### config.mk
export PLATFORM = sky130hd
export DESIGN_NAME = vec_ldst_unit
export DESIGN_NICKNAME = d
export VERILOG_FILES = /design/src/rtl/vec_ldst_unit.sv
export SDC_FILE = /design/constraint.sdc
export NUM_CORES = 1
export LEC_CHECK = 0
export CAP_MARGIN = 30
export CORE_MARGIN = 4
export CORE_UTILIZATION = 40
export CTS_BUF_LIST = sky130_fd_sc_hd__clkbuf_4
export CTS_CLUSTER_DIAMETER = 200
export DETAILED_ROUTE_END_ITERATION = 12
export GPL_TIMING_DRIVEN = 0
export PLACE_DENSITY_LB_ADDON = 0.08
export SYNTH_ARGS = -nofsm -noshare
export SYNTH_HDL_FRONTEND = slang
export SYNTH_SLANG_ARGS = --single-unit
export TNS_END_PERCENT = 50
### constraint.sdc
create_clock -name Clk1 -period 3.84 [get_ports Clk1]
set_input_delay 0.384 -clock Clk1 [delete_from_list [all_inputs] [get_ports Clk1]]
set_output_delay 0.384 -clock Clk1 [all_outputs]
set_load 0.1 [all_outputs]
### src/rtl/vec_ldst_unit.sv
// Vector load/store sequencer: vld streams 16 memory words into one vector
// register, vst streams one vector register out to 16 consecutive addresses.
//
// state   | meaning
// --------+---------------------------------------------------------------
// IDLE    | waiting for start
// LD_RD   | issuing RD for lanes 0..15, capturing the previous lane's word
// LD_WAIT | last read returns, lane 15 captured
// LD_VWR  | single parallel write of the assembled vector
// ST_VRD  | parallel read of the source vector register
// ST_WR   | issuing WR for lanes 0..15
// FIN     | done pulse; behaves like IDLE so a new start is taken here
module vec_ldst_unit #(
    parameter int LANES = 16
) (
    input  logic                  Clk1,
    input  logic                  Reset,
    input  logic                  start,
    input  logic                  op,
    input  logic [2:0]            vreg,
    input  logic [15:0]           base,
    output logic                  busy,
    output logic                  done,
    output logic [15:0]           Addr,
    output logic                  RD,
    output logic                  WR,
    output logic [15:0]           DataOut,
    input  logic [15:0]           DataIn,
    output logic [2:0]            vAddr,
    output logic                  vRD_p,
    output logic                  vWR_p,
    output logic [16*LANES-1:0]   vInP,
    input  logic [16*LANES-1:0]   vOutP
);

    localparam int         VW   = 16 * LANES;
    localparam int         LW   = $clog2(LANES);
    localparam logic [4:0] LAST = 5'(LANES - 1);

    typedef enum logic [2:0] {
        IDLE, LD_RD, LD_WAIT, LD_VWR, ST_VRD, ST_WR, FIN
    } state_t;

    state_t          state_q, state_d;
    logic [4:0]      cnt_q, cnt_d;
    logic [VW-1:0]   buf_q, buf_d;
    logic [2:0]      vreg_q, vreg_d;
    logic [15:0]     base_q, base_d;

    logic            busy_q, busy_d;
    logic            done_q, done_d;
    logic [15:0]     addr_q, addr_d;
    logic            rd_q, rd_d;
    logic            wr_q, wr_d;
    logic [15:0]     dout_q, dout_d;
    logic [2:0]      vaddr_q, vaddr_d;
    logic            vrd_q, vrd_d;
    logic            vwr_q, vwr_d;
    logic [VW-1:0]   vinp_q, vinp_d;

    logic [4:0]      nxt_cnt;
    logic [LW-1:0]   cap_lane;
    logic [LW-1:0]   nxt_lane;

    // Read data lags the address by one cycle, so LD_RD stores the lane
    // issued in the previous cycle.
    assign nxt_cnt  = cnt_q + 5'd1;
    assign cap_lane = LW'(cnt_q - 5'd1);
    assign nxt_lane = LW'(nxt_cnt);

    // Next-state and next-output logic; outputs are registered so each
    // branch sets what the bus should show in the following cycle.
    always_comb begin
        state_d = state_q;
        cnt_d   = cnt_q;
        buf_d   = buf_q;
        vreg_d  = vreg_q;
        base_d  = base_q;
        busy_d  = busy_q;
        done_d  = 1'b0;
        addr_d  = 16'd0;
        rd_d    = 1'b0;
        wr_d    = 1'b0;
        dout_d  = 16'd0;
        vaddr_d = 3'd0;
        vrd_d   = 1'b0;
        vwr_d   = 1'b0;
        vinp_d  = '0;

        case (state_q)
            IDLE, FIN: begin
                state_d = IDLE;
                busy_d  = 1'b0;
                if (start) begin
                    vreg_d = vreg;
                    base_d = base;
                    cnt_d  = 5'd0;
                    busy_d = 1'b1;
                    if (!op) begin
                        state_d = LD_RD;
                        rd_d    = 1'b1;
                        addr_d  = base;
                    end else begin
                        state_d = ST_VRD;
                        vrd_d   = 1'b1;
                        vaddr_d = vreg;
                    end
                end
            end
            LD_RD: begin
                if (cnt_q != 5'd0)
                    buf_d[{cap_lane, 4'b0000} +: 16] = DataIn;
                if (cnt_q == LAST) begin
                    state_d = LD_WAIT;
                end else begin
                    cnt_d  = nxt_cnt;
                    rd_d   = 1'b1;
                    addr_d = base_q + 16'(nxt_cnt);
                end
            end
            LD_WAIT: begin
                buf_d[VW-1 -: 16] = DataIn;
                state_d = LD_VWR;
                vwr_d   = 1'b1;
                vaddr_d = vreg_q;
                vinp_d  = buf_d;
            end
            LD_VWR: begin
                state_d = FIN;
                done_d  = 1'b1;
                busy_d  = 1'b0;
            end
            ST_VRD: begin
                buf_d   = vOutP;
                cnt_d   = 5'd0;
                state_d = ST_WR;
                wr_d    = 1'b1;
                addr_d  = base_q;
                dout_d  = vOutP[15:0];
            end
            ST_WR: begin
                if (cnt_q == LAST) begin
                    state_d = FIN;
                    done_d  = 1'b1;
                    busy_d  = 1'b0;
                end else begin
                    cnt_d  = nxt_cnt;
                    wr_d   = 1'b1;
                    addr_d = base_q + 16'(nxt_cnt);
                    dout_d = buf_q[{nxt_lane, 4'b0000} +: 16];
                end
            end
            default: begin
                state_d = IDLE;
                busy_d  = 1'b0;
            end
        endcase
    end

    // State, datapath and output registers; reset drops any partial buffer.
    always_ff @(posedge Clk1) begin
        if (Reset) begin
            state_q <= IDLE;
            cnt_q   <= 5'd0;
            buf_q   <= '0;
            vreg_q  <= 3'd0;
            base_q  <= 16'd0;
            busy_q  <= 1'b0;
            done_q  <= 1'b0;
            addr_q  <= 16'd0;
            rd_q    <= 1'b0;
            wr_q    <= 1'b0;
            dout_q  <= 16'd0;
            vaddr_q <= 3'd0;
            vrd_q   <= 1'b0;
            vwr_q   <= 1'b0;
            vinp_q  <= '0;
        end else begin
            state_q <= state_d;
            cnt_q   <= cnt_d;
            buf_q   <= buf_d;
            vreg_q  <= vreg_d;
            base_q  <= base_d;
            busy_q  <= busy_d;
            done_q  <= done_d;
            addr_q  <= addr_d;
            rd_q    <= rd_d;
            wr_q    <= wr_d;
            dout_q  <= dout_d;
            vaddr_q <= vaddr_d;
            vrd_q   <= vrd_d;
            vwr_q   <= vwr_d;
            vinp_q  <= vinp_d;
        end
    end

    assign busy    = busy_q;
    assign done    = done_q;
    assign Addr    = addr_q;
    assign RD      = rd_q;
    assign WR      = wr_q;
    assign DataOut = dout_q;
    assign vAddr   = vaddr_q;
    assign vRD_p   = vrd_q;
    assign vWR_p   = vwr_q;
    assign vInP    = vinp_q;

endmodule
# Yosys cells after proc, flatten, opt, wreduce, memory -nomap -nowiden
# Index checks and enable logic that the tools add are counted.
# word_totals
reg_bits,580
word_cells,88
# classes
add_sub_neg,4
n_eq_ne,12
shift,3
mux,33
n_bitwise,4
reduce_logical,16
# op_table
cell,count
$pmux W240 S2,1
$bwmux W256,1
$mux W256,1
$shift A16 B10 Y256 const A,1
$shiftx A16 B10 Y256,1
$shiftx A256 B9 Y16,1
$pmux W16 S3,2
$mux W16,4
$pmux W16 S2,1
$mux W3,6
$pmux W3 S6,1
$add A16 B5 Y16,1
$pmux W5 S3,1
$mux W5,2
$ne A2 B2 Y1 const B,5
$neg A8 Y10,1
$reduce_and A2 Y1,5
$eq A3 B3 Y1 const B,3
$mux W1,8
$eq A3 B2 Y1 const B,2
$pmux W1 S2,3
$pmux W3 S2,1
$reduce_bool A3 Y1,2
$reduce_or A2 Y1,3
other kinds (11),15

# Logic depth before layout (Yosys ltp)
# Gate-level depths: netlist of the first run.
# depth
word_depth,6
depth_mapped,13
ltp_nobuf,10

# Least setup slack after synthesis of the first run
# Ideal clock, no wire load.
# synth_timing
path_type,reg-to-reg
from,reg cnt_q[0]
to,reg dout_q[10] (netlist: DataOut[10])
setup_time_ns,0.117
t_arrival_ns,3.290
slack_ns,0.433
stages_incl_launch_ff,10
n_path_buf,4
period_less_slack_ns,3.407
cell_sequence,dfxtp_1 > buf_2 > inv_1 > ha_1 > clkbuf_1 > buf_2 > buf_1 > mux4_2 > mux4_2 > a22o_1
# synth_between
elab_chain_len,4
elab_cells_between_ends,5
classes_between,1 x add/sub; 1 x eq/ne; 1 x shift; 2 x mux
# synth_rtl
item,line,source
start: declaration,45,"logic [4:0] cnt_q, cnt_d;"
start signal: assignment,180,cnt_q <= cnt_d;
$add A5 B1 Y5,67,assign nxt_cnt = cnt_q + 5'd1;
$shiftx A256 B9 Y16,150,"dout_d = buf_q[{nxt_lane, 4'b0000} +: 16];"
$mux W16 *,142,if (cnt_q == LAST) begin
$pmux W16 S2 *,90,case (state_q)
end signal: assignment,189,dout_q <= dout_d;
end: declaration,55,"logic [15:0] dout_q, dout_d;"
# Mark *: on every way between the ends. The rest lies on a longest branch, timed or not.
# A chain may end at the register's enable or synchronous reset.

# Worst setup path in the final report of the first run
# layout_timing
from,reg cnt_q[0]
to,reg buf_q[155]
# layout_between
elab_chain_len,6
elab_cells_between_ends,10
classes_between,2 x add/sub; 1 x eq/ne; 2 x shift; 3 x mux; 2 x reduce/logical
# layout_rtl
item,line,source
$sub A4 B1 Y4,68,assign cap_lane = LW'(cnt_q - 5'd1);
$neg A8 Y10,112,"buf_d[{cap_lane, 4'b0000} +: 16] = DataIn;"
$shiftx A16 B10 Y256 or $shift A16 B10 Y256 (tied branches),112,
$bwmux W256,112,
$mux W256,111,if (cnt_q != 5'd0)
$pmux W240 S2,90,
end signal: assignment,181,buf_q <= buf_d;
end: declaration,46,"logic [VW-1:0] buf_q, buf_d;"
# Several ways; a longest one is shown, not always the timed one. The select of a mux whose other input is x is not followed.

==> flow_summary.toml, run 1 <==
[logic_synthesis]
yosysWarningCount = 0
synth-edff-count = 0
ys_seq_area_share_pct = 52.4
synth_top_family_by_area = "simple AND/OR/NAND/NOR gates"
avgSynthCellArea_sq_um = 10.4
synthFlopType = "dfxtp_1"
yosys_register_bits = 580
synthesis.area_sq_um = 22200
ys_types = 62
syn_nets = 2429
synth.top_cell.area_share_pct = 52.4
synth_mux_area_share_pct = 9.00
async_flop_share_pct = 0
synthAdderAreaFrac_pct = 0.756
synthXorXnorAreaFrac_pct = 0.548
yosys-top-cells-area = "dfxtp_1, and2_1, mux4_2, a222oi_1, nor2_1"
synth_cells = 2122
synth-compound-area-share_pct = 15.5
yosys.area.top_type = "dfxtp_1"
synth-simple-area-share_pct = 18.1

[sta]
relSlewSlack_pct = 25.8
final.setup.tns_ns = -0.504
fin_skew_ns = 0.0612
worstMarginPinSlew_ns = 1.11
final_hold_viol_count = 0
fmax_mhz = 253
setup_viol = 16
rsz0062_at_grt = "false"
finalMaxSlewViolations = 0
finalCritPeriodShare_pct = 103
setup_slack_ns = -0.106
timing.final.crit_period_ns = 3.95

[run]
maxCapViolCount = 0

[floorplan]
die_w_um = 243
initial_utilization_pct = 40.3
ios = 592
fp.dieH_um = 243
rows = 86
die_area_sq_um = 59200
core-area_sq_um = 55000

[drt]
routedWlPerCell_um = 31.5
vias_per_cell = 5.97
vias = 23100
route.detailed.drc = 0
drt_iter0_markers = 3138
finalWirelength_um = 121000
first_pass_iters = 9
ant_nets = 0

[global_routing]
grt_usage_pct = 39.5
gr-total-overflow = 0
grt_pass1_vias = 22500
antenna_found_initial = 22
grt_max_degree = 17
grt_pass1_wl_um = 167000

[cells_and_area]
regArea_sq_um = 11600
multi_input_area_sq_um = 9860
final_cell_mix = "clkdlybuf4s50_1, dfxtp_1, and2_1, nor2_1, clkbuf_4"
fillers = 4766
final_util_pct = 59.4
fin_area_sq_um = 32700
drive_gt1_share_pct = 14.7
area_delta_synth_final_pct = 47.4
final_nets = 3300
final_common_cell = "clkdlybuf4s50_1"

[clock_tree]
cts_buffers = 154
clk_pin_slew_ns = 0.07
clockBufferDepth = 3
cts-root-buf = "clkbuf_4"
htreeDepth = 4
clock_latency_ns = 1.03
cts_tree = "yes"
clock-sinks = 580

[power_and_ir_drop]
ir_worst_vdd_mv = 0.263
p_leak_uw = 0.0121
power_density_nw_per_um2 = 438

[hold_path]
worstHoldPathType = "in2reg"

[setup_path]
cp-end-kind = "flop"
critPathLaunchType = "flop"
critPathArrivalTime_ns = 4.87
path_class = "reg2reg"
cp_max_fo = 10
crit_required_ns = 4.77

[placed_design]
gp_congestion = 1.00
dp_hpwl_um = 94300
place_area_sq_um = 29600
port-buffer-count = 586

[run_status]
status = "complete, but fails checks"
violations = "negative setup slack"
[worst max-delay path, cell delays in order, from the launching register on]
cell and delay, ns:
dfxtp_1 0.42, clkbuf_4 0.29, clkinvlp_4 0.22, ha_2 0.25
or4b_1 0.20, and3_1 0.17, clkbuf_1 0.42, and3_1 0.22
clkbuf_1 0.73, and2_1 0.60, a222oi_1 0.17, nor2_1 0.13
[worst paths after layout]
check | end | start | depth (start not counted) | slack (ns)
worst max-delay path | buf_q[155] | cnt_q[0] | 11 | -0.11
worst min-delay path | buf_q[138] | vOutP[138] | 3 | 0.04
worst max register to register | buf_q[155] | cnt_q[0] | 11 | -0.11
worst min register to register | vreg_q[2] | vreg_q[2] | 2 | 0.46
[cells in the mapped netlist, drive strengths merged (2+ instances only)]
master / count
dfxtp: 580
and2: 288
nor2: 241
clkbuf: 166
nand2: 127
a222oi: 125
mux4: 80
a21oi: 78
nor3: 76
a2111oi: 49
a32oi: 37
a22oi: 34
buf: 31
nor2b: 18
a211oi: 17
a221oi: 17
mux2i: 17
a22o: 16
inv: 15
nand3: 15
ha: 11
and3: 10
xor2: 7
a31oi: 6
o21ai: 6
o22ai: 6
xnor2: 6
nand2b: 5
nand4: 4
nor4: 4
o211ai: 4
or3: 4
a21o: 3
mux2: 2
[state kept, by name, indices dropped and copies added, names as in the netlist]
register and flops:
cnt_q 5, vRD_p 1, vreg_q 3, WR 1, buf_q 256, DataOut 16
done 1, state_q 3, vAddr 3, RD 1, Addr 16, base_q 16
vInP 256, busy 1, vWR_p 1
[where the power goes]
group	internal [uW]	total, uW	switching, uW	leakage (uW)
clock	2950	5620	2670	0.00116
combinational	881	2230	1350	0.00624
sequential	6230	6460	233	0.00470
total	10100	14300	4250	0.0121
[cell type report]
| cell class | count | share of cell area, % |
|---|---|---|
| flip-flops and latches | 580 | 35.5 |
| multi-input cells | 1330 | 30.2 |
| repair buffers | 715 | 22.7 |
| clock buffers | 226 | 5.19 |
| well taps | 748 | 2.86 |
| plain buffers | 197 | 2.48 |
| clock inverters | 37 | 0.808 |
| inverters | 15 | 0.184 |
| diodes | 12 | 0.0919 |
[metal layers]
layer	vias to the layer above	part of all wire, %	GRT usage, %
met2	1802	44	60.7
met3	398	12	11.8
li1	9614	-	-
met5	-	0.064	0
met1	11200	37	49.6
met4	12	6.6	22.5
[timing repair]
item                                    4_1_cts  5_1_grt
pin swaps                                     1        2
setup buffers                                 3        7
hold buffers                                 83        0
gates resized for setup                      29       32
hold endpoints to repair                     93        0
endpoints found under the setup margin      216      237
[cells by family (layout without fill, tap and decap cells)]
| kind of cell | after synthesis | after routing |
|---|---|---|
| xor+xnor | 13 | 13 |
| fa+ha+maj | 13 | 13 |
| flops | 580 | 580 |
| other cells | 0 | 12 |
| compound gates | 407 | 407 |
| buf+inv | 212 | 1190 |
| mux | 99 | 99 |
| simple gates | 798 | 798 |
[through the flow]
stage	instances	setup slack, ns	power, uW	hold WS [ns]
3_3_place_gp	3456	-1.21	8560	0.449
5_1_grt	3852	0.00188	14700	0.0224
2_1_floorplan	2122	0.433	7530	0.424
3_5_place_dp	3489	-0.831	8620	0.451
4_1_cts	3838	-0.0425	14200	0.0000758
6_report	3860	-0.106	14300	0.0439
Power figures use the tool's default switching activity.
==> run 2, diff against run 1 <==
SETUP_SLACK_MARGIN = 0.02   (was default)
==> run 2 against run 1 <==
Net effect: the run still ends with negative setup slack left; maximum frequency grew 2.2%; first-iteration DRC count about the same; clock skew up 0.0052 ns; core utilization down 0.10 points; count of clock-buffer cells in the layout did not move; register-to-register slack gained 0.09 ns; critical path depth down 2; critical path type unchanged; critical endpoint is now DataOut[7]; largest cell class unchanged.
==> flow_summary.toml, run 2 (synthesis results as in run 1) <==
[sta]
fmax_mhz = 259
setup_viol = 2
finalCritPeriodShare_pct = 101
relSlewSlack_pct = 24.2
worstMarginPinSlew_ns = 1.13
final_hold_viol_count = 0
setup_slack_ns = -0.0197
whs_ns = 0.0670
final.setup.tns_ns = -0.0268
finalMaxSlewViolations = 0
timing.final.crit_period_ns = 3.86
fin_skew_ns = 0.0665
rsz0062_at_grt = "true"

[placed_design]
port-buffer-count = 586
gp_congestion = 1.00
dp_hpwl_um = 94300

[setup_path]
r2r-start = "cnt_q[0]"
critPathLaunchType = "flop"
slowest_delay_ns = 0.51
reg2reg_setup_slack_ns = -0.02
cp-end-kind = "flop"
worstPathCellList = "clkbuf_4 > clkinvlp_4 > ha_2 > clkbuf_2 > buf_2 > clkbuf_4 > mux4_2 > mux4_2 > a22o_1"
critPathSlowestCell = "mux4_2"
path_class = "reg2reg"
critPathArrivalTime_ns = 4.73
r2r-end = "DataOut[7]"
reg2reg_depth = 9
crit_required_ns = 4.71
cp_max_fo = 10

[drt]
first_pass_iters = 10
vias_per_cell = 6.00
vias = 23100
drt_iter0_markers = 3135
route.detailed.drc = 0
routedWlPerCell_um = 31.5
finalWirelength_um = 121000
ant_nets = 0

[global_routing]
grt_pass1_vias = 22600
grt_usage_pct = 39.5
antenna_found_initial = 19
grt_max_degree = 17
grt_pass1_wl_um = 167000
gr-total-overflow = 0

[run]
maxCapViolCount = 0

[cells_and_area]
multi_input_area_sq_um = 9850
final_cell_mix = "clkdlybuf4s50_1, dfxtp_1, and2_1, nor2_1, clkbuf_4"
regArea_sq_um = 11600
final_nets = 3294
drive_gt1_share_pct = 14.6
area_delta_synth_final_pct = 47.2
final_util_pct = 59.3
fillers = 4768
final_common_cell = "clkdlybuf4s50_1"

[clock_tree]
cts_tree = "yes"
clockBufferDepth = 3
clock_latency_ns = 1.03
clock-sinks = 580
htreeDepth = 4
cts-root-buf = "clkbuf_4"
clk_pin_slew_ns = 0.07
cts_buffers = 154

[run_status]
violations = "negative setup slack"
status = "complete, but fails checks"

[floorplan]
fp.dieH_um = 243
initial_utilization_pct = 40.3
core-area_sq_um = 55000
die_area_sq_um = 59200
ios = 592
rows = 86
die_w_um = 243

[hold_path]
hold_depth = 3
worstHoldPathType = "in2reg"
whs_endpoint = "buf_q[138]"
worstHoldStart = "vOutP[138]"

[power_and_ir_drop]
p_leak_uw = 0.0121
power_density_nw_per_um2 = 439
ir_worst_vdd_mv = 0.263
p_total_uw = 14300
run 2: cell type report:
type,instances,share of cell area (%)
multi-input cells,1330,30.2
inverters,15,0.184
plain buffers,195,2.45
well taps,748,2.87
repair buffers,711,22.6
diodes,8,0.0614
clock buffers,226,5.20
clock inverters,37,0.809
flip-flops and latches,580,35.6
run 2: per-layer routing:
layer / share of wire, % / wire, um / track usage [%] / vias to the layer above
met4: 6.6 / 8050 / 23.3 / 14
met3: 12 / 14400 / 12.7 / 406
met2: 44 / 53300 / 60.4 / 1784
met5: 0.076 / 92 / 0 / -
li1: - / - / - / 9606
met1: 38 / 45600 / 49.0 / 11300
run 2: power breakdown:
part | switching [uW] | internal [uW]
combinational | 1350 | 878
sequential | 233 | 6230
clock | 2670 | 2950
run 2: worst max-delay path by stage:
| stage | startpoint | slack [ns] | to |
|---|---|---|---|
| after floorplan | cnt_q[0] | 0.43 | DataOut[10] |
| after global placement | cnt_q[0] | -1.21 | buf_q[232] |
| after detailed placement | cnt_q[0] | -0.83 | DataOut[10] |
| after CTS | cnt_q[0] | -0.06 | buf_q[94] |
| after global routing | cnt_q[0] | -0.006 | DataOut[5] |
| final | cnt_q[0] | -0.02 | DataOut[7] |
run 2: through the flow:
step	setup slack, ns	cells	cell area, sq um
final	-0.0197	3850	32600
after global placement	-1.21	3456	29000
after global routing	-0.00559	3847	32600
after CTS	-0.0591	3838	32500
after floorplan	0.433	2122	22200
after detailed placement	-0.831	3489	29600
run 2: worst max-delay path: cells and delay by family, from the launching register on:
| family | cells | cell delay [ns] |
|---|---|---|
| flops | 1 | 0.41 |
| compound gates | 1 | 0.24 |
| mux | 2 | 1.01 |
| fa+ha+maj | 1 | 0.46 |
| buf+inv | 5 | 1.59 |
run 2: what timing repair did:
item | in CTS | in global routing
setup endpoints to repair | 220 | 197
buffers inserted | 3 | 3
hold buffers | 83 | 0
pin swaps | 1 | 0
resized for setup | 25 | 38
endpoints found under the hold margin | 93 | 0
gates cloned | 0 | 0
